### config.mk
export PLATFORM = sky130hd
export DESIGN_NAME = uart_tx_fifo_param
export DESIGN_NICKNAME = d
export VERILOG_FILES = /design/src/rtl/uart_tx_fifo_param.sv
export SDC_FILE = /design/constraint.sdc
export NUM_CORES = 1
export LEC_CHECK = 0
export ABC_AREA = 1
export CAP_MARGIN = 20
export CORE_ASPECT_RATIO = 0.8
export CORE_MARGIN = 2
export CORE_UTILIZATION = 40
export CTS_BUF_LIST = sky130_fd_sc_hd__clkbuf_4 sky130_fd_sc_hd__clkbuf_8
export DETAILED_ROUTE_END_ITERATION = 16
export GPL_TIMING_DRIVEN = 0
export PLACE_DENSITY = 0.69
export SLEW_MARGIN = 0
export SYNTH_ARGS = -nofsm -noshare
export SYNTH_HDL_FRONTEND = slang
export SYNTH_SLANG_ARGS = --single-unit
export TNS_END_PERCENT = 100
### constraint.sdc
create_clock -name clk -period 5.8 [get_ports clk]
set_input_delay 1.16 -clock clk [delete_from_list [all_inputs] [get_ports clk]]
set_output_delay 1.16 -clock clk [all_outputs]
set_load 0.05 [all_outputs]
### src/rtl/uart_tx_fifo_param.sv
`default_nettype none
// +--------------------------------------------------------------------------+
// | Module  : uart_tx_fifo_param                                             |
// | Purpose : Parametrised UART transmitter fed by a small circular FIFO.    |
// |           Frames are START, DATA_BITS data bits (LSB first), optional    |
// |           parity bit, then STOP_BITS stop bits; each bit is held for     |
// |           CLKS_PER_BIT clock cycles. Back-to-back frames carry no idle   |
// |           gap while the FIFO has words.                                  |
// | Option  : define UART_TX_PARITY_EN to insert a parity bit after the data |
// |           bits (even parity, or odd when PARITY_ODD=1).                  |
// | Ports   : clk        - system clock, rising edge                         |
// |           reset      - synchronous, active-high                          |
// |           tx_data    - word to queue                                     |
// |           tx_wr      - write strobe, one cycle per word                  |
// |           tx_full    - FIFO holds 2**FIFO_AW words                       |
// |           tx_empty   - FIFO holds no words                               |
// |           fifo_count - words queued (frame in flight not included)       |
// |           tx_busy    - a frame is in progress                            |
// |           tx_ovr     - sticky: write attempted while full                |
// |           tx         - registered serial line, idle high                 |
// | Revision: 1.0 - initial release                                          |
// +--------------------------------------------------------------------------+
module uart_tx_fifo_param #(
   parameter int DATA_BITS    = 8,
   parameter int STOP_BITS    = 1,
   parameter int CLKS_PER_BIT = 2604,
   parameter int FIFO_AW      = 2,
   parameter int PARITY_ODD   = 0
) (
   input  logic                 clk,
   input  logic                 reset,
   input  logic [DATA_BITS-1:0] tx_data,
   input  logic                 tx_wr,
   output logic                 tx_full,
   output logic                 tx_empty,
   output logic [FIFO_AW:0]     fifo_count,
   output logic                 tx_busy,
   output logic                 tx_ovr,
   output logic                 tx
);

   localparam int DEPTH  = 2**FIFO_AW;
   localparam int BAUD_W = $clog2(CLKS_PER_BIT);
   localparam int BIT_W  = $clog2(DATA_BITS);

   localparam logic [FIFO_AW:0]   C_FULL_CNT  = (FIFO_AW+1)'(DEPTH);
   localparam logic [FIFO_AW:0]   C_CNT_ONE   = (FIFO_AW+1)'(1);
   localparam logic [FIFO_AW-1:0] C_PTR_ONE   = FIFO_AW'(1);
   localparam logic [BAUD_W-1:0]  C_BAUD_LAST = BAUD_W'(CLKS_PER_BIT-1);
   localparam logic [BAUD_W-1:0]  C_BAUD_ONE  = BAUD_W'(1);
   localparam logic [BIT_W-1:0]   C_DATA_LAST = BIT_W'(DATA_BITS-1);
   localparam logic [BIT_W-1:0]   C_STOP_LAST = BIT_W'(STOP_BITS-1);
   localparam logic [BIT_W-1:0]   C_BIT_ONE   = BIT_W'(1);

`ifdef UART_TX_PARITY_EN
   typedef enum logic [2:0] {
      S_IDLE   = 3'd0,
      S_START  = 3'd1,
      S_DATA   = 3'd2,
      S_PARITY = 3'd3,
      S_STOP   = 3'd4
   } state_t;
`else
   typedef enum logic [2:0] {
      S_IDLE   = 3'd0,
      S_START  = 3'd1,
      S_DATA   = 3'd2,
      S_STOP   = 3'd4
   } state_t;
`endif

   // ---------------------------------------------------------------- FIFO
   logic [DATA_BITS-1:0] r_mem [DEPTH];
   logic [FIFO_AW-1:0]   r_wr_ptr;
   logic [FIFO_AW-1:0]   r_rd_ptr;
   logic [FIFO_AW:0]     r_count;
   logic [FIFO_AW:0]     w_count_next;
   logic                 w_push;
   logic                 w_pop;

   // Acceptance looks only at the registered full flag, so a write that
   // coincides with a pop from a full FIFO is still dropped.
   assign w_push     = tx_wr && !tx_full;
   assign fifo_count = r_count;

   always_comb begin
      w_count_next = r_count;
      case ({w_push, w_pop})
         2'b10:   w_count_next = r_count + C_CNT_ONE;
         2'b01:   w_count_next = r_count - C_CNT_ONE;
         default: w_count_next = r_count;
      endcase
   end

   always_ff @(posedge clk) begin
      if (reset) begin
         r_wr_ptr <= '0;
         r_rd_ptr <= '0;
         r_count  <= '0;
         tx_full  <= 1'b0;
         tx_empty <= 1'b1;
         tx_ovr   <= 1'b0;
      end else begin
         if (w_push) r_wr_ptr <= r_wr_ptr + C_PTR_ONE;
         if (w_pop)  r_rd_ptr <= r_rd_ptr + C_PTR_ONE;
         r_count  <= w_count_next;
         tx_full  <= (w_count_next == C_FULL_CNT);
         tx_empty <= (w_count_next == '0);
         if (tx_wr && tx_full) tx_ovr <= 1'b1;
      end
   end

   always_ff @(posedge clk) begin
      if (!reset && w_push) r_mem[r_wr_ptr] <= tx_data;
   end

   // -------------------------------------------------------- frame engine
   state_t               r_state;
   state_t               w_state_next;
   logic [BAUD_W-1:0]    r_baud;
   logic [BIT_W-1:0]     r_bit;
   logic [DATA_BITS-1:0] r_shift;
   logic                 w_bit_end;
   logic                 w_tx_bit;

   assign w_bit_end = (r_baud == C_BAUD_LAST);
   assign tx_busy   = (r_state != S_IDLE);

`ifdef UART_TX_PARITY_EN
   logic r_parity;

   always_ff @(posedge clk) begin
      if (reset)      r_parity <= 1'b0;
      else if (w_pop) r_parity <= (^r_mem[r_rd_ptr]) ^ (PARITY_ODD != 0);
   end
`else
   logic w_unused_parity_odd;
   assign w_unused_parity_odd = (PARITY_ODD != 0);
`endif

   always_ff @(posedge clk) begin
      if (reset) r_state <= S_IDLE;
      else       r_state <= w_state_next;
   end

   always_comb begin
      w_state_next = r_state;
      w_pop        = 1'b0;
      w_tx_bit     = 1'b1;
      case (r_state)
         S_IDLE: begin
            if (!tx_empty) begin
               w_pop        = 1'b1;
               w_state_next = S_START;
            end
         end
         S_START: begin
            w_tx_bit = 1'b0;
            if (w_bit_end) w_state_next = S_DATA;
         end
         S_DATA: begin
            w_tx_bit = r_shift[0];
            if (w_bit_end && (r_bit == C_DATA_LAST)) begin
`ifdef UART_TX_PARITY_EN
               w_state_next = S_PARITY;
`else
               w_state_next = S_STOP;
`endif
            end
         end
`ifdef UART_TX_PARITY_EN
         S_PARITY: begin
            w_tx_bit = r_parity;
            if (w_bit_end) w_state_next = S_STOP;
         end
`endif
         S_STOP: begin
            // Last stop-bit cycle chains straight into the next START.
            if (w_bit_end && (r_bit == C_STOP_LAST)) begin
               if (!tx_empty) begin
                  w_pop        = 1'b1;
                  w_state_next = S_START;
               end else begin
                  w_state_next = S_IDLE;
               end
            end
         end
         default: w_state_next = S_IDLE;
      endcase
   end

   // The line is a registered copy of the current bit, so it trails the
   // state register by one cycle.
   always_ff @(posedge clk) begin
      if (reset) begin
         r_baud  <= '0;
         r_bit   <= '0;
         r_shift <= '0;
         tx      <= 1'b1;
      end else begin
         tx <= w_tx_bit;

         if ((r_state == S_IDLE) || w_bit_end) r_baud <= '0;
         else                                  r_baud <= r_baud + C_BAUD_ONE;

         // Bit counter indexes data bits in DATA and stop bits in STOP.
         if (w_state_next != r_state) r_bit <= '0;
         else if (w_bit_end)          r_bit <= r_bit + C_BIT_ONE;

         if (w_pop)                                  r_shift <= r_mem[r_rd_ptr];
         else if ((r_state == S_DATA) && w_bit_end)  r_shift <= r_shift >> 1;
      end
   end

endmodule
`default_nettype wire
# Word level (Yosys, flattened, before mapping)
# Memory sizes are Yosys's and may differ from the RTL's. A register that Yosys moved wholly into a read port is not among the register bits.
# Index checks and enable logic that the tools add are counted.
dict set report word_totals {
  out_inout_bits 8
  regBits 37
  memories 1
  mem_bits_rw 32
}
dict set report op_classes {
  n_mux 17
  n_reduce_logical 16
  eq_ne 9
  add_sub_neg 6
}
# name depth width read_ports rd_clocked_by_memory_dff write_ports line_no
set memory_table {}
lappend memory_table {r_mem 4 8 1 1 1 73} ;# logic [DATA_BITS-1:0] r_mem [DEPTH];
# operator count
set op_table {}
lappend op_table {{$mux W8} 2}
lappend op_table {{$add A12 B1 Y12 const B} 1}
lappend op_table {{$eq A12 B12 Y1 const B} 1}
lappend op_table {{$mux W3} 4}
lappend op_table {{$pmux W3 S4} 1}
lappend op_table {{$eq A3 B3 Y1 const B} 3}
lappend op_table {{$logic_not A3 Y1} 3}
lappend op_table {{$add A3 B1 Y3 const B} 2}
lappend op_table {{$logic_and A1 B1 Y1} 6}
lappend op_table {{$pmux W3 S2} 1}
lappend op_table {{$mux W1} 5}
lappend op_table {{$add A2 B1 Y2 const B} 2}
lappend op_table {{$mux W2} 2}
lappend op_table {{$pmux W1 S2} 2}
lappend op_table {{$reduce_or A2 Y1} 2}
lappend op_table {{$eq A3 B1 Y1 const B} 1}
lappend op_table {{$eq A3 B2 Y1 const B} 1}
lappend op_table {{$ne A3 B3 Y1} 1}
lappend op_table {{$reduce_bool A3 Y1} 1}
lappend op_table {{$sub A3 B1 Y3 const B} 1}
lappend op_table {{$eq A2 B1 Y1 const B} 1}
lappend op_table {{$eq A2 B2 Y1 const B} 1}
lappend op_table {{$logic_not A1 Y1} 2}
lappend op_table {{$reduce_bool A2 Y1} 1}
lappend op_table {{$logic_or A1 B1 Y1} 1}

# Logic depth before layout (Yosys ltp)
# Gate-level depths: netlist (run 1).
dict set report depth {
  ltp_word 7
  depth_mapped 16
  mapped_depth_nobuf 15
}

# Worst setup path after synthesis (run 1)
# No wires, ideal clock.
dict set report synth_path {
  kind {input-to-reg}
  from {in tx_wr}
  to {reg tx_full}
  setup_ns 0.064
  path_slack_ns 3.237
  path_stages 10
  arrival_ns 2.498
  required_time_ns 5.736
  path_buffers 0
  cell_sequence {inv_1 nor2_1 inv_1 ha_1 fa_1 a21oi_1 o21ai_0 xnor2_1 nand2_1 nor2_1}
}
dict set report synth_between {
  elab_chain_len 4
  word_cells_on_any_way 5
}
# item line_no
set synth_rtl {}
lappend synth_rtl {{from (decl)} 33} ;# input logic tx_wr,
lappend synth_rtl {{$logic_and A1 B1 Y1 *} 83} ;# assign w_push = tx_wr && !tx_full;
lappend synth_rtl {{$eq A2 B1 Y1 / $eq A2 B2 Y1 (equally long branches)} 88} ;# case ({w_push, w_pop})
lappend synth_rtl {{$pmux W3 S2 *} 88}
lappend synth_rtl {{$eq A3 B3 Y1 *} 107} ;# tx_full <= (w_count_next == C_FULL_CNT);
lappend synth_rtl {{to (signal assigned)} 107}
lappend synth_rtl {{to (decl)} 34} ;# output logic tx_full,
# Every way passes the cells marked *; elsewhere a longest branch is shown, timed or not.
# A chain may end at the register's enable or synchronous reset.

# Final worst setup path (run 1)
dict set report layout_path {
  from {in reset}
  to {mem r_mem[0][5] (enable)}
}
dict set report layout_between {
  elab_chain_len 4
}
# item line_no
set layout_rtl {}
lappend layout_rtl {{from (decl)} 31} ;# input logic reset,
lappend layout_rtl {{$logic_not A1 Y1} 114} ;# if (!reset && w_push) r_mem[r_wr_ptr] <= tx_data;
lappend layout_rtl {{$logic_and A1 B1 Y1} 114}
lappend layout_rtl {{$mux W1} 114}
lappend layout_rtl {{$mux W1 (implied by the code)} 114}
lappend layout_rtl {{to (decl)} 73}
# Every way passes these cells.

==> results of run 1 <==
flip-flops by register name, indices dropped and copies added, names as in the netlist, named ones only:
signal / flops
r_mem: 32
r_baud: 12
r_shift: 8
fifo_count: 3
r_bit: 3
r_state: 3
r_rd_ptr: 2
r_wr_ptr: 2
tx: 1
tx_empty: 1
tx_full: 1
tx_ovr: 1
worst max-delay path, delay by kind of cell:
kind | cells | cell delay (ps)
buffers and inverters | 3 | 980
AND/OR/NAND/NOR | 2 | 840
where the power goes:
part / internal [mW] / switching, mW
Sequential: 0.583 / 0.0441
Clock: 0.282 / 0.188
Combinational: 0.126 / 0.236
Total: 0.991 / 0.469
cell type report:
class	count	area, um2	share of cell area
Tap cell	105	131	0.0362
Sequential cell	71	1740	0.480
Clock buffer	9	124	0.0341
Multi-Input combinational cell	225	1160	0.320
Clock inverter	7	111	0.0307
Timing Repair Buffer	18	180	0.0496
Inverter	38	143	0.0393
Buffer	7	36.3	0.00999
placed cells by master (no fill, tap or decap):
master and count:
sky130_fd_sc_hd__mux2i_1 1, sky130_fd_sc_hd__o22ai_1 8, sky130_fd_sc_hd__nor2_4 1, sky130_fd_sc_hd__xor2_1 5, sky130_fd_sc_hd__clkinv_2 2, sky130_fd_sc_hd__nand3_1 22, sky130_fd_sc_hd__nor4_1 1, sky130_fd_sc_hd__buf_6 1
sky130_fd_sc_hd__nor3_2 1, sky130_fd_sc_hd__clkinvlp_4 1, sky130_fd_sc_hd__nor3_1 5, sky130_fd_sc_hd__and3_1 1, sky130_fd_sc_hd__nand2_2 2, sky130_fd_sc_hd__o211ai_1 1, sky130_fd_sc_hd__o21ai_0 25, sky130_fd_sc_hd__a31oi_1 6
sky130_fd_sc_hd__nor3b_2 1, sky130_fd_sc_hd__nand2_1 51, sky130_fd_sc_hd__nand4_1 4, sky130_fd_sc_hd__edfxtp_1 32, sky130_fd_sc_hd__nor2_1 59, sky130_fd_sc_hd__clkdlybuf4s50_1 18, sky130_fd_sc_hd__bufinv_16 3, sky130_fd_sc_hd__ha_1 9
sky130_fd_sc_hd__clkbuf_1 4, sky130_fd_sc_hd__fa_1 1, sky130_fd_sc_hd__nor2_2 3, sky130_fd_sc_hd__nand3_2 1, sky130_fd_sc_hd__a21oi_1 13, sky130_fd_sc_hd__nor3b_1 2, sky130_fd_sc_hd__inv_2 2, sky130_fd_sc_hd__clkinv_1 1
sky130_fd_sc_hd__dfxtp_1 39, sky130_fd_sc_hd__nand3b_1 1, sky130_fd_sc_hd__clkbuf_8 9, sky130_fd_sc_hd__inv_1 36, sky130_fd_sc_hd__buf_2 2, sky130_fd_sc_hd__xnor2_1 1
metrics by stage:
stage | util | instance area [um2]
5_1_grt | 0.489 | 3630
4_1_cts | 0.489 | 3630
3_3_place_gp | 0.457 | 3400
2_1_floorplan | - | 3080
3_5_place_dp | 0.457 | 3400
6_report | 0.489 | 3630
worst max-delay path by stage:
stage	depth (start not counted)	end
floorplan	10	tx_full$_SDFF_PP0_
global placement	5	r_mem[3][4]$_DFFE_PP_
detailed placement	5	r_mem[0][7]$_DFFE_PP_
CTS	5	r_mem[0][2]$_DFFE_PP_
global route	5	r_mem[0][2]$_DFFE_PP_
finish	5	r_mem[0][5]$_DFFE_PP_
synth_stat cells:
master,instances
sky130_fd_sc_hd__clkbuf_1,4
sky130_fd_sc_hd__xor2_1,5
sky130_fd_sc_hd__a31oi_1,6
sky130_fd_sc_hd__buf_2,2
sky130_fd_sc_hd__and3_1,1
sky130_fd_sc_hd__edfxtp_1,32
sky130_fd_sc_hd__inv_2,2
sky130_fd_sc_hd__o22ai_1,8
sky130_fd_sc_hd__nor3b_1,2
sky130_fd_sc_hd__nor3_1,5
sky130_fd_sc_hd__fa_1,1
sky130_fd_sc_hd__a21oi_1,13
sky130_fd_sc_hd__mux2i_1,1
sky130_fd_sc_hd__nor2_2,3
sky130_fd_sc_hd__o21ai_0,25
sky130_fd_sc_hd__nand4_1,4
sky130_fd_sc_hd__nor4_1,1
sky130_fd_sc_hd__nor3_2,1
sky130_fd_sc_hd__nor2_1,59
sky130_fd_sc_hd__ha_1,9
sky130_fd_sc_hd__nand2_1,51
sky130_fd_sc_hd__buf_6,1
sky130_fd_sc_hd__inv_1,36
sky130_fd_sc_hd__nand3b_1,1
sky130_fd_sc_hd__nand3_2,1
sky130_fd_sc_hd__nor3b_2,1
sky130_fd_sc_hd__xnor2_1,1
sky130_fd_sc_hd__nor2_4,1
sky130_fd_sc_hd__dfxtp_1,39
sky130_fd_sc_hd__nand3_1,22
sky130_fd_sc_hd__nand2_2,2
sky130_fd_sc_hd__o211ai_1,1
kinds of logic (layout without fill, tap and decap cells):
logic type / after synthesis / after routing / share of synthesized area
adders and majority gates: 10 / 10 / 0.0430
and+or+nand+nor: 155 / 155 / 0.221
buffers and inverters: 45 / 79 / 0.0580
muxes: 1 / 1 / 0.00325
AOI/OAI and AO/OA: 53 / 53 / 0.0925
xor gates and xnor gates: 6 / 6 / 0.0170
DFF: 71 / 71 / 0.565
routing by layer:
| metal | wire, um | global-route usage |
|---|---|---|
| met5 | 0 | 0 |
| met2 | 2750 | 0.257 |
| met1 | 2980 | 0.205 |
| met3 | 300 | 0.0497 |
| met4 | 107 | 0.0600 |
==> flow_summary_export.csv, run 1 <==
group,metric,value,unit
status,status,"completed",
setup_path,cp_slowest_cell,"sky130_fd_sc_hd__nor2_1",
sta,timing.hold.ws,476,ps
route,drc,0,
sta,slew-limit-headroom,0.446,
setup_path,crit_arrival,2980,ps
route,num_vias,2342,
global_routing,grt_pass1_wl,10.2,mm
cells_and_area,n_fill_cell,722,
worst_hold_path,hold_depth,2,
placement,pre_cts_ws,2420,ps
die,site_rows,28,
global_routing,global_route.usage.total,0.160,
cells_and_area,area.growth.synth_to_final,17.7,%
yosys,synth_top_cell_by_area,"sky130_fd_sc_hd__edfxtp_1",
clocking,cts_hold_buf,0,
global_routing,antenna_found_initial,0,
sta,tightestPinTransition,827,ps
sta,rsz0062_at_grt,"no",
clocking,cts.repair.resized,0,
route,drt-vias-per-instance,4.88,
power_and_ir_drop,cellLeakagePower,1.35,nW
die,die-area,0.00843,mm2
yosys,synth_seq_area_share,0.565,
sta,report.final.setup_viol,0,
yosys,synth-seq-cells,71,
clocking,root_buffer,"sky130_fd_sc_hd__clkbuf_8",
power_and_ir_drop,power_density,402,mW/mm2
placement,hpwl_after_dpl,4.20,mm
setup_path,endpoint_kind,"flip-flop",
clocking,cts.sinks,71,
clocking,clk_pin_slew_worst_paths,70,ps
setup_path,worst_r2r_path_depth,13,
cells_and_area,antenna_cells,0,
worst_hold_path,hold_path.class,"flip-flop to flip-flop",
global_routing,grt_overflow,0,
yosys,synthTopCellsByArea,"sky130_fd_sc_hd__edfxtp_1 (31%), sky130_fd_sc_hd__dfxtp_1 (25%), sky130_fd_sc_hd__nor2_1 (7.2%)",
clocking,post_cts.repair.setup_buffers,0,
yosys,area_fraction_of_the_dominant_cell_type_after_synthesis,0.312,
yosys,syn_area_per_cell,9.04,um2
sta,final_setup_tns,0,ps
sta,period_utilisation_layout,0.517,
yosys,yosys_warnings,0,
global_routing,grt_start_max_net_pins,13,
setup_path,crit_path_max_incr_delay,660,ps
die,initial_utilization,0.415,
yosys,ys_types,32,
clocking,cts.path.max_buffers,2,
die,ios,19,
power_and_ir_drop,peakVddDrop,230,uV
cells_and_area,final-instance-count-excl-fill,480,
clocking,clock_insertion_delay_worst_skew,350,ps
sta,max_freq,0.334,GHz
die,die_height,82.5,um
die,fp.dieW,102,um
setup_path,r2r-end,"tx_empty$_SDFF_PP1_",
worst_hold_path,hold_path_end,"tx_ovr$_SDFFE_PP0P_",
power_and_ir_drop,totalPowerFinal,1.46,mW
setup_path,worst_ep_required_time,5780,ps
global_routing,first_global_vias,2214,
placement,numPlacedInstances,464,
setup_path,timing.critical_path.fanout_max,10,
setup_path,cp_cell_sequence,"clkdlybuf4s50_1 -> inv_1 -> clkbuf_1 -> nand2_1 -> nor2_1",
cells_and_area,drive_above_1_share,0.0773,
route,detail_route.wl_per_cell,12.8,um
yosys,synth.net_count,362,
sta,postLayoutSetupSlackWorst,2800,ps
placement,globalplace.congestion,0.811,
sta,final.min_clock_period,3000,ps
setup_path,timing.critical_path.from_type,"primary input",
clocking,cts.htree.levels,3,
clocking,cts_tree,"built",
setup_path,critPathKind,"primary input to flip-flop",
die,coreArea,0.00743,mm2
route,drt-pass1-iter-count,6,
yosys,post_synthesis_instance_area,0.00308,mm2
route,ant_nets,0,
sta,final_max_slew_viol_count,0,
clocking,cts_made_buffers,9,
setup_path,rr_startpoint,"r_baud[0]$_SDFF_PP0_",
route,route.final.wire_length,6.14,mm
setup_path,reg_to_reg_slack_setup,3240,ps
cells_and_area,final_nets,391,
yosys,synth_cells,341,
sta,fin_skew,8.22,ps
run,maxCapViolations,0,
placement,io_buffers,18,
route,drt_first_iter_violations,113,
setup_path,setup.worst_path.start,"reset",
worst_hold_path,hp-start,"tx_ovr$_SDFFE_PP0P_",
sta,final-hold-violation-count,0,
(Power assumes the default switching activity.)
==> run 2: changes to the inputs <==
==> constraint.sdc (replaced) <==
create_clock -name clk -period 2.8 [get_ports clk]
set_input_delay 0.56 -clock clk [delete_from_list [all_inputs] [get_ports clk]]
set_output_delay 0.56 -clock clk [all_outputs]
set_load 0.05 [all_outputs]
==> flow_summary_export.csv, run 2 (synthesis gave the netlist of run 1 again) <==
group,metric,value,unit
clocking,clk_pin_slew_worst_paths,80,ps
sta,max_freq,0.394,GHz
route,drt-pass1-iter-count,6,
sta,report.final.setup_viol,0,
placement,hpwl_after_dpl,4.20,mm
cells_and_area,largest_register_ff_count,32,
cells_and_area,most-common-layout-cells,"sky130_fd_sc_hd__nor2_1 (59), sky130_fd_sc_hd__nand2_1 (51), sky130_fd_sc_hd__dfxtp_1 (39), sky130_fd_sc_hd__inv_1 (36), sky130_fd_sc_hd__edfxtp_1 (32)",
sta,period_utilisation_layout,0.906,
die,site_rows,28,
die,die-area,0.00843,mm2
sta,fin_skew,8.04,ps
route,detail_route.wl_per_cell,12.8,um
setup_path,endpoint_kind,"flip-flop",
worst_hold_path,hold_path.class,"flip-flop to flip-flop",
global_routing,grt_pass1_wl,10.2,mm
clocking,cts_hold_buf,0,
cells_and_area,drive_above_1_share,0.0800,
cells_and_area,final_core_area_utilization,0.489,
global_routing,grt_overflow,0,
cells_and_area,largest_register,"r_mem",
global_routing,global_route.usage.total,0.160,
placement,placement.cell_area,0.00340,mm2
global_routing,grt_start_max_net_pins,13,
cells_and_area,final_nets,391,
route,num_vias,2340,
power_and_ir_drop,totalPowerFinal,3.03,mW
sta,tightestPinTransition,827,ps
sta,slew-limit-headroom,0.446,
clocking,cts_made_buffers,9,
cells_and_area,layout_top_registers,"r_mem (32), r_baud (12), r_shift (8)",
setup_path,timing.critical_path.from_type,"flip-flop",
route,ant_nets,0,
route,drt_first_iter_violations,115,
cells_and_area,area.growth.synth_to_final,17.8,%
clocking,root_buffer,"sky130_fd_sc_hd__clkbuf_8",
clocking,cts.sinks,71,
power_and_ir_drop,power_density,833,mW/mm2
placement,io_buffers,18,
route,drt-vias-per-instance,4.88,
clocking,cts_tree,"built",
clocking,clock_insertion_delay_worst_skew,350,ps
route,route.final.wire_length,6.14,mm
clocking,cts.path.max_buffers,2,
power_and_ir_drop,cellLeakagePower,1.34,nW
status,status,"completed",
global_routing,antenna_found_initial,0,
sta,rsz0062_at_grt,"no",
die,initial_utilization,0.415,
route,drc,0,
power_and_ir_drop,peakVddDrop,477,uV
sta,final_max_slew_viol_count,0,
setup_path,worst_ep_required_time,3080,ps
cells_and_area,antenna_cells,0,
setup_path,critPathKind,"flip-flop to flip-flop",
cells_and_area,mostFrequentLayoutCell,"sky130_fd_sc_hd__nor2_1",
global_routing,first_global_vias,2214,
die,fp.dieW,102,um
die,ios,19,
sta,final-hold-violation-count,0,
placement,globalplace.congestion,0.811,
sta,final_setup_tns,0,ps
cells_and_area,n_fill_cell,722,
run,maxCapViolations,0,
sta,final.min_clock_period,2540,ps
setup_path,timing.critical_path.fanout_max,10,
die,die_height,82.5,um
clocking,cts.htree.levels,3,
setup_path,crit_arrival,2820,ps
cells_and_area,design_area,0.00363,mm2
die,coreArea,0.00743,mm2
run 2: cell counts in the layout (fill, tap and decap cells not counted):
Identical to the previous run, type by type.
run 2: routing by layer:
| layer | track usage | share of wire | up-vias |
|---|---|---|---|
| li1 | - | - | 1202 |
| met1 | 0.205 | 0.49 | 1077 |
| met2 | 0.257 | 0.45 | 49 |
| met3 | 0.0497 | 0.047 | 12 |
| met4 | 0.0600 | 0.017 | 0 |
| met5 | 0 | 0 | - |
run 2: report_power, final:
part	internal, mW	switching (mW)
sequential	1.21	0.0917
combinational	0.261	0.490
clock	0.585	0.391
run 2: critical path: stages (launching register included):
cell and delay [ps]:
sky130_fd_sc_hd__dfxtp_1 390, sky130_fd_sc_hd__ha_2 240, sky130_fd_sc_hd__nand3_1 100, sky130_fd_sc_hd__nor2_2 190
sky130_fd_sc_hd__nand3_2 120, sky130_fd_sc_hd__nand2_1 90, sky130_fd_sc_hd__nand2_2 70, sky130_fd_sc_hd__inv_2 70
sky130_fd_sc_hd__buf_6 130, sky130_fd_sc_hd__ha_1 210, sky130_fd_sc_hd__fa_1 430, sky130_fd_sc_hd__mux2i_1 180
sky130_fd_sc_hd__nand2_1 90, sky130_fd_sc_hd__o21ai_0 150
run 2: worst paths after layout:
kind / startpoint / endpoint / slack [ps] / depth (start not counted)
setup / recovery: r_baud[0]$_SDFF_PP0_ / tx_empty$_SDFF_PP1_ / 260 / 13
hold / removal: tx_ovr$_SDFFE_PP0P_ / tx_ovr$_SDFFE_PP0P_ / 480 / 2
setup reg to reg: r_baud[0]$_SDFF_PP0_ / tx_empty$_SDFF_PP1_ / 260 / 13
hold reg to reg: tx_ovr$_SDFFE_PP0P_ / tx_ovr$_SDFFE_PP0P_ / 480 / 2
run 2: cell type report:
class                           count  area (um2)  area share
Buffer                              7        36.3     0.00999
Tap cell                          105         131      0.0362
Timing Repair Buffer               18         180      0.0496
Clock inverter                      7         111      0.0306
Clock buffer                        9         124      0.0341
Multi-Input combinational cell    225        1170       0.321
Inverter                           38         143      0.0393
Sequential cell                    71        1740       0.479
run 2: through the flow:
stage          hold WS (ps)  instances  setup slack, ps
2_1_floorplan           430        341              589
3_3_place_gp            443        464             42.3
3_5_place_dp            461        464             18.6
4_1_cts                 482        480              235
5_1_grt                 511        480             2.14
6_report                476        480              264
run 2: what timing repair did:
item | CTS | global route
buffers inserted | 0 | 0
resized for setup | 0 | 1
hold endpoints to repair | 0 | 0
setup endpoints to repair | 0 | 1
==> run 3: changes to the inputs <==
--- a/config.mk
+++ b/config.mk
@@ -6,7 +6,6 @@
 export NUM_CORES = 1
 export LEC_CHECK = 0
 export ABC_AREA = 1
-export CAP_MARGIN = 20
 export CORE_ASPECT_RATIO = 0.8
 export CORE_MARGIN = 2
 export CORE_UTILIZATION = 40
@@ -14,6 +13,8 @@
 export DETAILED_ROUTE_END_ITERATION = 16
 export GPL_TIMING_DRIVEN = 0
 export PLACE_DENSITY = 0.69
+export REMOVE_ABC_BUFFERS = 1
+export SKIP_CTS_REPAIR_TIMING = 1
 export SLEW_MARGIN = 0
 export SYNTH_ARGS = -nofsm -noshare
 export SYNTH_HDL_FRONTEND = slang
==> flow_summary_export.csv, run 3 (synthesis gave the netlist of run 1 again) <==
group,metric,value,unit
status,status,"completed",
clocking,clk_pin_slew_worst_paths,80,ps
setup_path,timing.critical_path.from_type,"flip-flop",
setup_path,r2r-end,"tx_empty$_SDFF_PP1_",
route,route.final.wire_length,5.69,mm
sta,report.final.setup_viol,0,
setup_path,timing.critical_path.fanout_max,13,
setup_path,wp_buf_inv,1,
placement,pre_cts_ws,-121,ps
global_routing,global_route.usage.total,0.151,
cells_and_area,largest_register_ff_count,32,
power_and_ir_drop,cellLeakagePower,1.31,nW
setup_path,reg_to_reg_slack_setup,250,ps
sta,slew-limit-headroom,0.448,
cells_and_area,drive_above_1_share,0.0761,
power_and_ir_drop,power_frac_comb,0.248,
worst_hold_path,hold_path.class,"flip-flop to flip-flop",
route,drc,0,
sta,tightestPinTransition,825,ps
cells_and_area,seq_area,0.00174,mm2
global_routing,antenna_found_initial,0,
sta,max_freq,0.392,GHz
global_routing,first_global_vias,2131,
setup_path,cp_cell_sequence,"ha_2 -> nand3_1 -> nor2_2 -> nand3_2 -> nand2_1 -> nand2_4 -> inv_4 -> ha_1 -> fa_1 -> mux2i_1 -> nand2_1 -> o21ai_0",
die,coreArea,0.00743,mm2
cells_and_area,final_nets,384,
setup_path,critical-path-top-cell-by-count,"sky130_fd_sc_hd__nand2_1",
global_routing,grt_overflow,0,
cells_and_area,most-common-layout-cells,"sky130_fd_sc_hd__nor2_1 (59), sky130_fd_sc_hd__nand2_1 (51), sky130_fd_sc_hd__dfxtp_1 (39), sky130_fd_sc_hd__inv_1 (36), sky130_fd_sc_hd__edfxtp_1 (32)",
power_and_ir_drop,power.net_switching,0.968,mW
setup_path,crit_arrival,2830,ps
setup_path,endpoint_kind,"flip-flop",
setup_path,worst_ep_required_time,3080,ps
cells_and_area,antenna_cells,0,
setup_path,worst_r2r_path_depth,12,
sta,fin_skew,8.07,ps
clocking,cts.sinks,71,
cells_and_area,layout_top_registers,"r_mem (32), r_baud (12), r_shift (8)",
cells_and_area,area.growth.synth_to_final,15.9,%
placement,hpwl_after_dpl,4.02,mm
clocking,clock_insertion_delay_worst_skew,350,ps
sta,postLayoutSetupSlackWorst,251,ps
worst_hold_path,hold_depth,2,
die,site_rows,28,
worst_hold_path,hold_path_end,"r_rd_ptr[1]$_SDFFE_PP0N_",
route,drt-vias-per-instance,4.81,
placement,globalplace.congestion,0.813,
die,fp.dieW,102,um
cells_and_area,multiInputGateArea,0.00117,mm2
cells_and_area,largest_register,"r_mem",
placement,io_buffers,18,
die,die_height,82.5,um
sta,final.min_clock_period,2550,ps
power_and_ir_drop,power_density,794,mW/mm2
route,num_vias,2275,
power_and_ir_drop,peakVddDrop,632,uV
sta,final_max_slew_viol_count,0,
setup_path,cp_slowest_cell,"sky130_fd_sc_hd__fa_1",
power_and_ir_drop,totalPowerFinal,2.84,mW
sta,period_utilisation_layout,0.910,
clocking,cts_made_buffers,9,
die,ios,19,
cells_and_area,n_fill_cell,727,
clocking,cts_tree,"built",
route,detail_route.wl_per_cell,12.0,um
die,die-area,0.00843,mm2
setup_path,critical_path.top_delay_family,"adder cells",
run,maxCapViolations,0,
cells_and_area,mostFrequentLayoutCell,"sky130_fd_sc_hd__nor2_1",
route,ant_nets,0,
clocking,cts.path.max_buffers,2,
global_routing,grt_pass1_wl,9.71,mm
power_and_ir_drop,clkPwrFrac,0.292,
sta,rsz0062_at_grt,"no",
setup_path,crit_cells,12,
power_and_ir_drop,internal_power,1.87,mW
worst_hold_path,hp-start,"r_rd_ptr[1]$_SDFFE_PP0N_",
setup_path,crit_path_max_incr_delay,430,ps
setup_path,critPathKind,"flip-flop to flip-flop",
sta,final-hold-violation-count,0,
route,drt_first_iter_violations,115,
route,drt-pass1-iter-count,4,
power_and_ir_drop,sequentialPowerShare,0.461,
global_routing,grt_start_max_net_pins,18,
clocking,cts.htree.levels,3,
setup_path,rr_startpoint,"r_baud[0]$_SDFF_PP0_",
clocking,root_buffer,"sky130_fd_sc_hd__clkbuf_8",
die,initial_utilization,0.415,
power_and_ir_drop,switching_share,0.341,
[run 3: tightest hold or removal path, cell delays in order (launching register included)]
cell and delay, ps:
sky130_fd_sc_hd__dfxtp_1 320, sky130_fd_sc_hd__inv_1 50, sky130_fd_sc_hd__a21oi_1 70
[run 3: through the flow]
step           TNS, ps  instance area [um2]  std cells  utilization  hold slack [ps]
2_1_floorplan        0                 3050        334            -              430
3_3_place_gp     -1080                 3360        457        0.452              442
3_5_place_dp     -2100                 3360        457        0.452              458
4_1_cts              0                 3560        473        0.480              476
5_1_grt              0                 3570        473        0.481              511
6_report             0                 3570        473        0.481              474
[run 3: power by group through the flow]
stage | combinational [mW] | clock [mW] | sequential [mW]
2_1_floorplan | 0.397 | 0 | 1.41
4_1_cts | 0.698 | 0.847 | 1.31
3_5_place_dp | 0.696 | 0 | 1.33
6_report | 0.703 | 0.827 | 1.31
3_3_place_gp | 0.679 | 0 | 1.33
5_1_grt | 0.794 | 0.892 | 1.33
[run 3: how the worst max path moves through the flow]
stage,to,slack [ps],start
detailed placement,r_mem[1][2]$_DFFE_PP_,-120,reset
global placement,r_mem[0][2]$_DFFE_PP_,-70,reset
floorplan,tx_empty$_SDFF_PP1_,530,r_baud[0]$_SDFF_PP0_
global route,tx_empty$_SDFF_PP1_,3,r_baud[0]$_SDFF_PP0_
finish,tx_empty$_SDFF_PP1_,250,r_baud[0]$_SDFF_PP0_
CTS,tx_empty$_SDFF_PP1_,120,r_baud[0]$_SDFF_PP0_
[run 3: metal layers]
layer / part of all wire / track usage
met1: 0.49 / 0.191
met2: 0.47 / 0.245
met3: 0.034 / 0.0488
met4: 0.010 / 0.0560
met5: 0 / 0
[run 3: cell type report]
cell class / count / area share
flip-flops and latches: 71 / 0.487
multi-input cells: 225 / 0.328
repair buffers: 18 / 0.0504
inverters: 38 / 0.0406
well taps: 105 / 0.0368
clock buffers: 9 / 0.0347
clock inverters: 7 / 0.0224
